==> src/rtl/apb_cmd_arbiter_if.sv <==
// Bundle between the APB command arbiter and its environment: requester command/response
// channels, the command outputs into apb_master, and the observed APB bus.
interface apb_cmd_arbiter_if #(
  parameter int ADDR_WIDTH = 32,
  parameter int DATA_WIDTH = 32,
  parameter int NUM_REQ    = 2
);
  logic [NUM_REQ-1:0]            req_valid;
  logic [NUM_REQ-1:0]            req_write;
  logic [NUM_REQ*ADDR_WIDTH-1:0] req_addr;
  logic [NUM_REQ*DATA_WIDTH-1:0] req_wdata;
  logic [NUM_REQ-1:0]            req_ready;
  logic [NUM_REQ-1:0]            rsp_valid;
  logic [DATA_WIDTH-1:0]         rsp_rdata;
  logic                          rsp_err;

  logic                          transfer;
  logic                          read;
  logic                          write;
  logic [ADDR_WIDTH-1:0]         apb_paddr;
  logic [DATA_WIDTH-1:0]         apb_write_data;

  logic                          psel;
  logic                          penable;
  logic                          pready;
  logic                          pslverr;
  logic [DATA_WIDTH-1:0]         prdata;

  logic                          stall_flag;

  // master: the arbiter itself
  modport master (
    input  req_valid, req_write, req_addr, req_wdata,
    input  psel, penable, pready, pslverr, prdata,
    output req_ready, rsp_valid, rsp_rdata, rsp_err,
    output transfer, read, write, apb_paddr, apb_write_data,
    output stall_flag
  );

  modport slave (
    output req_valid, req_write, req_addr, req_wdata,
    output psel, penable, pready, pslverr, prdata,
    input  req_ready, rsp_valid, rsp_rdata, rsp_err,
    input  transfer, read, write, apb_paddr, apb_write_data,
    input  stall_flag
  );
endinterface

==> src/rtl/apb_cmd_arbiter.sv <==
// Round-robin command arbiter in front of apb_master: one command in flight, completion
// observed on the APB bus, response routed back to the granted requester, stall watchdog.
//
//  state   | meaning
//  S_IDLE  | arbitrate; pulse req_ready to winner and latch its command
//  S_ISSUE | one-cycle transfer pulse into apb_master
//  S_WAIT  | command held; wait for psel&penable&pready, count watchdog
//  S_RESP  | one-cycle rsp_valid to the granted requester
module apb_cmd_arbiter #(
  parameter int ADDR_WIDTH = 32,
  parameter int DATA_WIDTH = 32,
  parameter int NUM_REQ    = 2,
  parameter int TIMEOUT    = 256
) (
  input logic               pclock,
  input logic               presetn,
  apb_cmd_arbiter_if.master bus
);
  localparam int IW = (NUM_REQ > 1) ? $clog2(NUM_REQ) : 1;
  localparam int CW = $clog2(TIMEOUT + 1);

  typedef enum logic [1:0] {S_IDLE, S_ISSUE, S_WAIT, S_RESP} state_t;

  state_t                state, state_nxt;
  logic [IW-1:0]         last, winner, cand;
  logic                  any_req, done;
  logic                  sel_write;
  logic [ADDR_WIDTH-1:0] sel_addr, cmd_addr;
  logic [DATA_WIDTH-1:0] sel_wdata, cmd_wdata;
  logic                  cmd_write;
  logic [CW-1:0]         wait_cnt;
  logic [DATA_WIDTH-1:0] rdata_q;
  logic                  err_q;

  assign done = bus.psel & bus.penable & bus.pready;

  // search starts one past the previous winner so the last grantee goes to the back
  always_comb begin
    any_req = 1'b0;
    winner  = last;
    cand    = '0;
    for (int k = 1; k <= NUM_REQ; k++) begin
      cand = IW'((int'(last) + k) % NUM_REQ);
      if (!any_req && bus.req_valid[cand]) begin
        any_req = 1'b1;
        winner  = cand;
      end
    end
  end

  always_comb begin
    sel_write = 1'b0;
    sel_addr  = '0;
    sel_wdata = '0;
    for (int i = 0; i < NUM_REQ; i++) begin
      if (winner == IW'(i)) begin
        sel_write = bus.req_write[i];
        sel_addr  = bus.req_addr[i*ADDR_WIDTH +: ADDR_WIDTH];
        sel_wdata = bus.req_wdata[i*DATA_WIDTH +: DATA_WIDTH];
      end
    end
  end

  always_ff @(posedge pclock or negedge presetn) begin
    if (!presetn) state <= S_IDLE;
    else          state <= state_nxt;
  end

  always_comb begin
    state_nxt = state;
    case (state)
      S_IDLE:  if (any_req) state_nxt = S_ISSUE;
      S_ISSUE: state_nxt = S_WAIT;
      S_WAIT:  if (done) state_nxt = S_RESP;
      default: state_nxt = S_IDLE;
    endcase
  end

  always_ff @(posedge pclock or negedge presetn) begin
    if (!presetn) begin
      last      <= IW'(NUM_REQ - 1);
      cmd_write <= 1'b0;
      cmd_addr  <= '0;
      cmd_wdata <= '0;
      wait_cnt  <= '0;
      rdata_q   <= '0;
      err_q     <= 1'b0;
    end else begin
      if (state == S_IDLE && any_req) begin
        last      <= winner;
        cmd_write <= sel_write;
        cmd_addr  <= sel_addr;
        cmd_wdata <= sel_write ? sel_wdata : '0;
      end
      // wait_cnt equals the number of the current WAIT cycle, saturating at TIMEOUT
      if (state == S_ISSUE)
        wait_cnt <= CW'(1);
      else if (state == S_WAIT) begin
        if (wait_cnt != CW'(TIMEOUT)) wait_cnt <= wait_cnt + CW'(1);
      end else
        wait_cnt <= '0;
      if (state == S_WAIT && done) begin
        rdata_q <= cmd_write ? '0 : bus.prdata;
        err_q   <= bus.pslverr;
      end
    end
  end

  always_comb begin
    bus.req_ready      = '0;
    bus.rsp_valid      = '0;
    bus.transfer       = 1'b0;
    bus.read           = 1'b0;
    bus.write          = 1'b0;
    bus.apb_paddr      = '0;
    bus.apb_write_data = '0;
    case (state)
      S_IDLE: if (any_req) bus.req_ready[winner] = 1'b1;
      S_ISSUE, S_WAIT: begin
        bus.transfer       = (state == S_ISSUE);
        bus.read           = ~cmd_write;
        bus.write          = cmd_write;
        bus.apb_paddr      = cmd_addr;
        bus.apb_write_data = cmd_wdata;
      end
      default: bus.rsp_valid[last] = 1'b1;
    endcase
  end

  assign bus.rsp_rdata  = rdata_q;
  assign bus.rsp_err    = err_q;
  assign bus.stall_flag = (state == S_WAIT) && (wait_cnt == CW'(TIMEOUT));
endmodule
==> src/flat_wrapper.sv <==
// flat-port wrapper written by rule: the top's interface ports become plain ports
module apb_cmd_arbiter_flat 
#(
  parameter int ADDR_WIDTH = 32,
  parameter int DATA_WIDTH = 32,
  parameter int NUM_REQ    = 2,
  parameter int TIMEOUT    = 256
)
  (pclock, presetn, bus_req_valid, bus_req_write, bus_req_addr, bus_req_wdata, bus_psel, bus_penable, bus_pready, bus_pslverr, bus_prdata, bus_req_ready, bus_rsp_valid, bus_rsp_rdata, bus_rsp_err, bus_transfer, bus_read, bus_write, bus_apb_paddr, bus_apb_write_data, bus_stall_flag);
  apb_cmd_arbiter_if #(.ADDR_WIDTH(ADDR_WIDTH), .DATA_WIDTH(DATA_WIDTH), .NUM_REQ(NUM_REQ)) bus_i ();
  input logic pclock;
  input logic presetn;
  input wire logic [$bits(bus_i.req_valid)-1:0] bus_req_valid;
  input wire logic [$bits(bus_i.req_write)-1:0] bus_req_write;
  input wire logic [$bits(bus_i.req_addr)-1:0] bus_req_addr;
  input wire logic [$bits(bus_i.req_wdata)-1:0] bus_req_wdata;
  input wire logic [$bits(bus_i.psel)-1:0] bus_psel;
  input wire logic [$bits(bus_i.penable)-1:0] bus_penable;
  input wire logic [$bits(bus_i.pready)-1:0] bus_pready;
  input wire logic [$bits(bus_i.pslverr)-1:0] bus_pslverr;
  input wire logic [$bits(bus_i.prdata)-1:0] bus_prdata;
  output wire logic [$bits(bus_i.req_ready)-1:0] bus_req_ready;
  output wire logic [$bits(bus_i.rsp_valid)-1:0] bus_rsp_valid;
  output wire logic [$bits(bus_i.rsp_rdata)-1:0] bus_rsp_rdata;
  output wire logic [$bits(bus_i.rsp_err)-1:0] bus_rsp_err;
  output wire logic [$bits(bus_i.transfer)-1:0] bus_transfer;
  output wire logic [$bits(bus_i.read)-1:0] bus_read;
  output wire logic [$bits(bus_i.write)-1:0] bus_write;
  output wire logic [$bits(bus_i.apb_paddr)-1:0] bus_apb_paddr;
  output wire logic [$bits(bus_i.apb_write_data)-1:0] bus_apb_write_data;
  output wire logic [$bits(bus_i.stall_flag)-1:0] bus_stall_flag;
  assign bus_i.req_valid = bus_req_valid;
  assign bus_i.req_write = bus_req_write;
  assign bus_i.req_addr = bus_req_addr;
  assign bus_i.req_wdata = bus_req_wdata;
  assign bus_i.psel = bus_psel;
  assign bus_i.penable = bus_penable;
  assign bus_i.pready = bus_pready;
  assign bus_i.pslverr = bus_pslverr;
  assign bus_i.prdata = bus_prdata;
  assign bus_req_ready = bus_i.req_ready;
  assign bus_rsp_valid = bus_i.rsp_valid;
  assign bus_rsp_rdata = bus_i.rsp_rdata;
  assign bus_rsp_err = bus_i.rsp_err;
  assign bus_transfer = bus_i.transfer;
  assign bus_read = bus_i.read;
  assign bus_write = bus_i.write;
  assign bus_apb_paddr = bus_i.apb_paddr;
  assign bus_apb_write_data = bus_i.apb_write_data;
  assign bus_stall_flag = bus_i.stall_flag;
  apb_cmd_arbiter #(.ADDR_WIDTH(ADDR_WIDTH), .DATA_WIDTH(DATA_WIDTH), .NUM_REQ(NUM_REQ), .TIMEOUT(TIMEOUT)) u_core (.pclock(pclock), .presetn(presetn), .bus(bus_i));
endmodule
==> config.mk <==
export PLATFORM = sky130hd
export DESIGN_NAME = apb_cmd_arbiter_flat
export DESIGN_NICKNAME = d
export VERILOG_FILES = /design/src/rtl/apb_cmd_arbiter_if.sv /design/src/rtl/apb_cmd_arbiter.sv /design/src/flat_wrapper.sv
export SDC_FILE = /design/constraint.sdc
export NUM_CORES = 1
export LEC_CHECK = 0
export ABC_AREA = 1
export CAP_MARGIN = 20
export CELL_PAD_IN_SITES_DETAIL_PLACEMENT = 1
export CELL_PAD_IN_SITES_GLOBAL_PLACEMENT = 1
export CORE_MARGIN = 3
export CORE_UTILIZATION = 25
export DETAILED_ROUTE_END_ITERATION = 8
export GPL_TIMING_DRIVEN = 0
export PLACE_DENSITY = 0.74
export SYNTH_ARGS = -nofsm -noshare
export SYNTH_HDL_FRONTEND = slang
export SYNTH_SLANG_ARGS = --single-unit
==> constraint.sdc <==
create_clock -name pclock -period 1.8 [get_ports pclock]
set_clock_uncertainty 0.15 [all_clocks]
set_input_delay 0.36 -clock pclock [delete_from_list [all_inputs] [get_ports pclock]]
set_output_delay 0.36 -clock pclock [all_outputs]
set_load 0.005 [all_outputs]
==> results_dict.tcl <==
set metrics [dict create \
    antenna_found_initial 2 \
    ant_nets 0 \
    drtIter0Drc 246 \
    cp_top_family "buffers and inverters" \
    crit_slowest_cell "dfrtp_1" \
    drc 0 \
    wire_per_inst_microns 16.6 \
    grt_first_pass_wirelength_microns 36300 \
    ir_drop_v 0.000620 \
    layout_common_cells "361 x nand2_1, 183 x clkdlybuf4s50_1, 109 x dfrtp_1" \
    min_path_type "reg2reg" \
    synthFlopType "dfrtp_1" \
    synth_area_leaders "dfrtp_1 48%, nand2_1 29%, inv_1 5.7%" \
    cts_buffers 9 \
    ys_ff_latch 110 \
    ff_latch_area_sq_um 2750 \
    startpoint_type "register" \
    grt_max_degree 58 \
    pre_cts_slack_ns -1.21 \
    post-route-util 0.474 \
    layout-drive-gt1-share 0.292 \
    p_leak_nw 5.77 \
    post-place-cells 1361 \
    clkTransAtPathRegs_ns 0.09 \
    seq_area_frac_synth 0.487 \
    multi_input_area_sq_um 2800 \
    area_delta_synth_final_pct 84.7 \
    synth_warnings 0 \
    fmax_mhz 442 \
    grt_pass1_vias 6655 \
    period_share 1.26 \
    grt.total_usage 0.188 \
    synth_top_area_share 0.482 \
    tightestPinTransition_ns 0.602 \
    root_buffer "clkbuf_16" \
    r2r_setup_slack_ns -0.09 \
    cts.sinks 110 \
    final_cell_count_no_fill 1449 \
    final_common_cell "nand2_1" \
    gp_congestion 0.773 \
    violations "setup timing" \
    cpPeakStageDelay_ns 0.41 \
    cts_tree "yes" \
    critical_path_buf_inv_count 6 \
    wl_microns 24100 \
    synthArstFlopShare 1.00 \
    slew_headroom 0.599 \
    rows 54 \
    dp_hpwl_microns 16500 \
    dr.pass1.iters 4 \
    finalWorstSetupSlack_ns -0.461 \
    clock_path_buffers 2 \
    fin_nets 1338 \
    synth_area_per_cell_sq_um 7.02 \
    io_pins 275 \
    maxSlewViolCount 0 \
    yosys.area.top_type "dfrtp_1" \
    fillerInstances 2692 \
    die_h_microns 156 \
    insertion_delay_ns 0.35 \
    htree_levels 3 \
    critical_path_required_ns 1.29 \
    power_density_nw_per_um2 1700 \
    start_util 0.257 \
    outcome "finished with violations" \
    via_per_inst 4.45 \
    cp_max_fo 7 \
    cpMostUsedCell "buf_8" \
    netlist_area_sq_um 5660 \
    finalHoldViolCount 0 \
    netlist_instances 806 \
    synth-edff-count 0 \
    die_area_sq_um 24500 \
    finalSetupViolCount 103 \
    port_buffers 274 \
    rsz0062_at_grt "yes" \
    via_count 6449 \
    core-area_sq_um 22000 \
    worstPathCellList "inv_2 -> ha_4 -> clkbuf_16 -> buf_8 -> buf_8 -> nand2_2 -> inv_1 -> buf_2" \
    period_needed_ns 2.26 \
    die_w_microns 156 \
    yosysUniqueCellTypes 31 \
    path_class "reg2out" \
    setup.worst_path.end_class "primary output" \
    arrival_ns 1.75 \
    synth_nets 982 \
    grt-ovfl-total 0 \
    drv_cap 0 \
]
## power breakdown
part	switching (mW)	internal [mW]
Combinational	5.32	6.08
Sequential	0.731	3.53
Clock	1.09	0.990
Total	7.14	10.6
## flip-flops by register name (all words and copies together) (netlist names)
| register | count |
|---|---|
| u_core.cmd_wdata | 32 |
| u_core.bus.rsp_err | 1 |
| u_core.bus.rsp_rdata | 32 |
| u_core.cmd_addr | 32 |
| u_core.state | 2 |
| u_core.wait_cnt | 9 |
| u_core.last | 1 |
| u_core.cmd_write | 1 |
## final cells by class
class | count | share of cell area
clock buffers | 9 | 0.0216
flip-flops and latches | 110 | 0.264
inverters | 88 | 0.0323
clock inverters | 7 | 0.00742
repair buffers | 346 | 0.330
multi-input cells | 569 | 0.268
well taps | 280 | 0.0335
diodes | 2 | 0.000479
plain buffers | 38 | 0.0436
## path summary, 6_finish.rpt
path / to / cells after the start / from
min: u_core.bus.rsp_rdata[20]$_DFFE_PN0P_ / 2 / u_core.bus.rsp_rdata[20]$_DFFE_PN0P_
max reg2reg: u_core.cmd_wdata[11]$_DFFE_PN0P_ / 11 / u_core.last$_DFFE_PN1P_
min reg2reg: u_core.bus.rsp_rdata[20]$_DFFE_PN0P_ / 2 / u_core.bus.rsp_rdata[20]$_DFFE_PN0P_
max in group asynchronous: u_core.cmd_addr[26]$_DFFE_PN0P_ / 3 / presetn
max: bus_apb_write_data[20] / 8 / u_core.state[0]$_DFFE_PN0P_
min in group asynchronous: u_core.bus.rsp_rdata[5]$_DFFE_PN0P_ / 2 / presetn
## synthesized netlist by cell type (all sizes together) (3+ instances only)
| cell | count |
|---|---|
| clkbuf | 8 |
| nand4 | 4 |
| dfrtp | 109 |
| nand2 | 444 |
| nor2 | 25 |
| buf | 31 |
| a21oi | 3 |
| nand3 | 42 |
| o21ai | 37 |
| inv | 88 |
| ha | 6 |
## routing by layer
metal  track usage  share of wire  vias to the layer above
met5             0              0                        -
met4        0.0396          0.014                        0
met3        0.0451          0.055                       19
met2         0.342           0.53                      159
met1         0.225           0.40                     3138
li1              -              -                     3133
## worst min-delay path, cell delays in order, from the launching register on
cell     delay, ns
dfrtp_1       0.35
nand2_1       0.07
o21ai_2       0.05
## stage by stage
stage	cell area, sq um	hold WS, ns	total power, mW	setup TNS, ns
floorplan	5670	-0.0856	7.47	0
global placement	8760	0.312	11.4	-584.35
detailed placement	8790	0.234	11.6	-92.86
CTS	9790	0.342	16.1	-27.63
global route	10400	0.367	19.1	-35.13
finish	10400	0.338	17.7	-27.51
## logic make-up after synthesis
kind of cell             share of synthesized area
AO/OA/AOI/OAI                               0.0400
flip-flops                                   0.487
buffers and inverters                       0.0949
AND/OR/NAND/NOR                              0.362
adder cells (fa/ha/maj)                     0.0133
XOR/XNOR                                   0.00310
## repair_timing
action / 4_1_cts / 5_1_grt
buffers inserted: 40 / 30
hold endpoints to repair: 55 / 0
pin swaps: 10 / 9
gates cloned: 6 / 2
resized for setup: 403 / 235
endpoints found under the setup margin: 167 / 183
hold buffers: 1 / 0
Note: power is estimated with default switching activity, not from simulation.
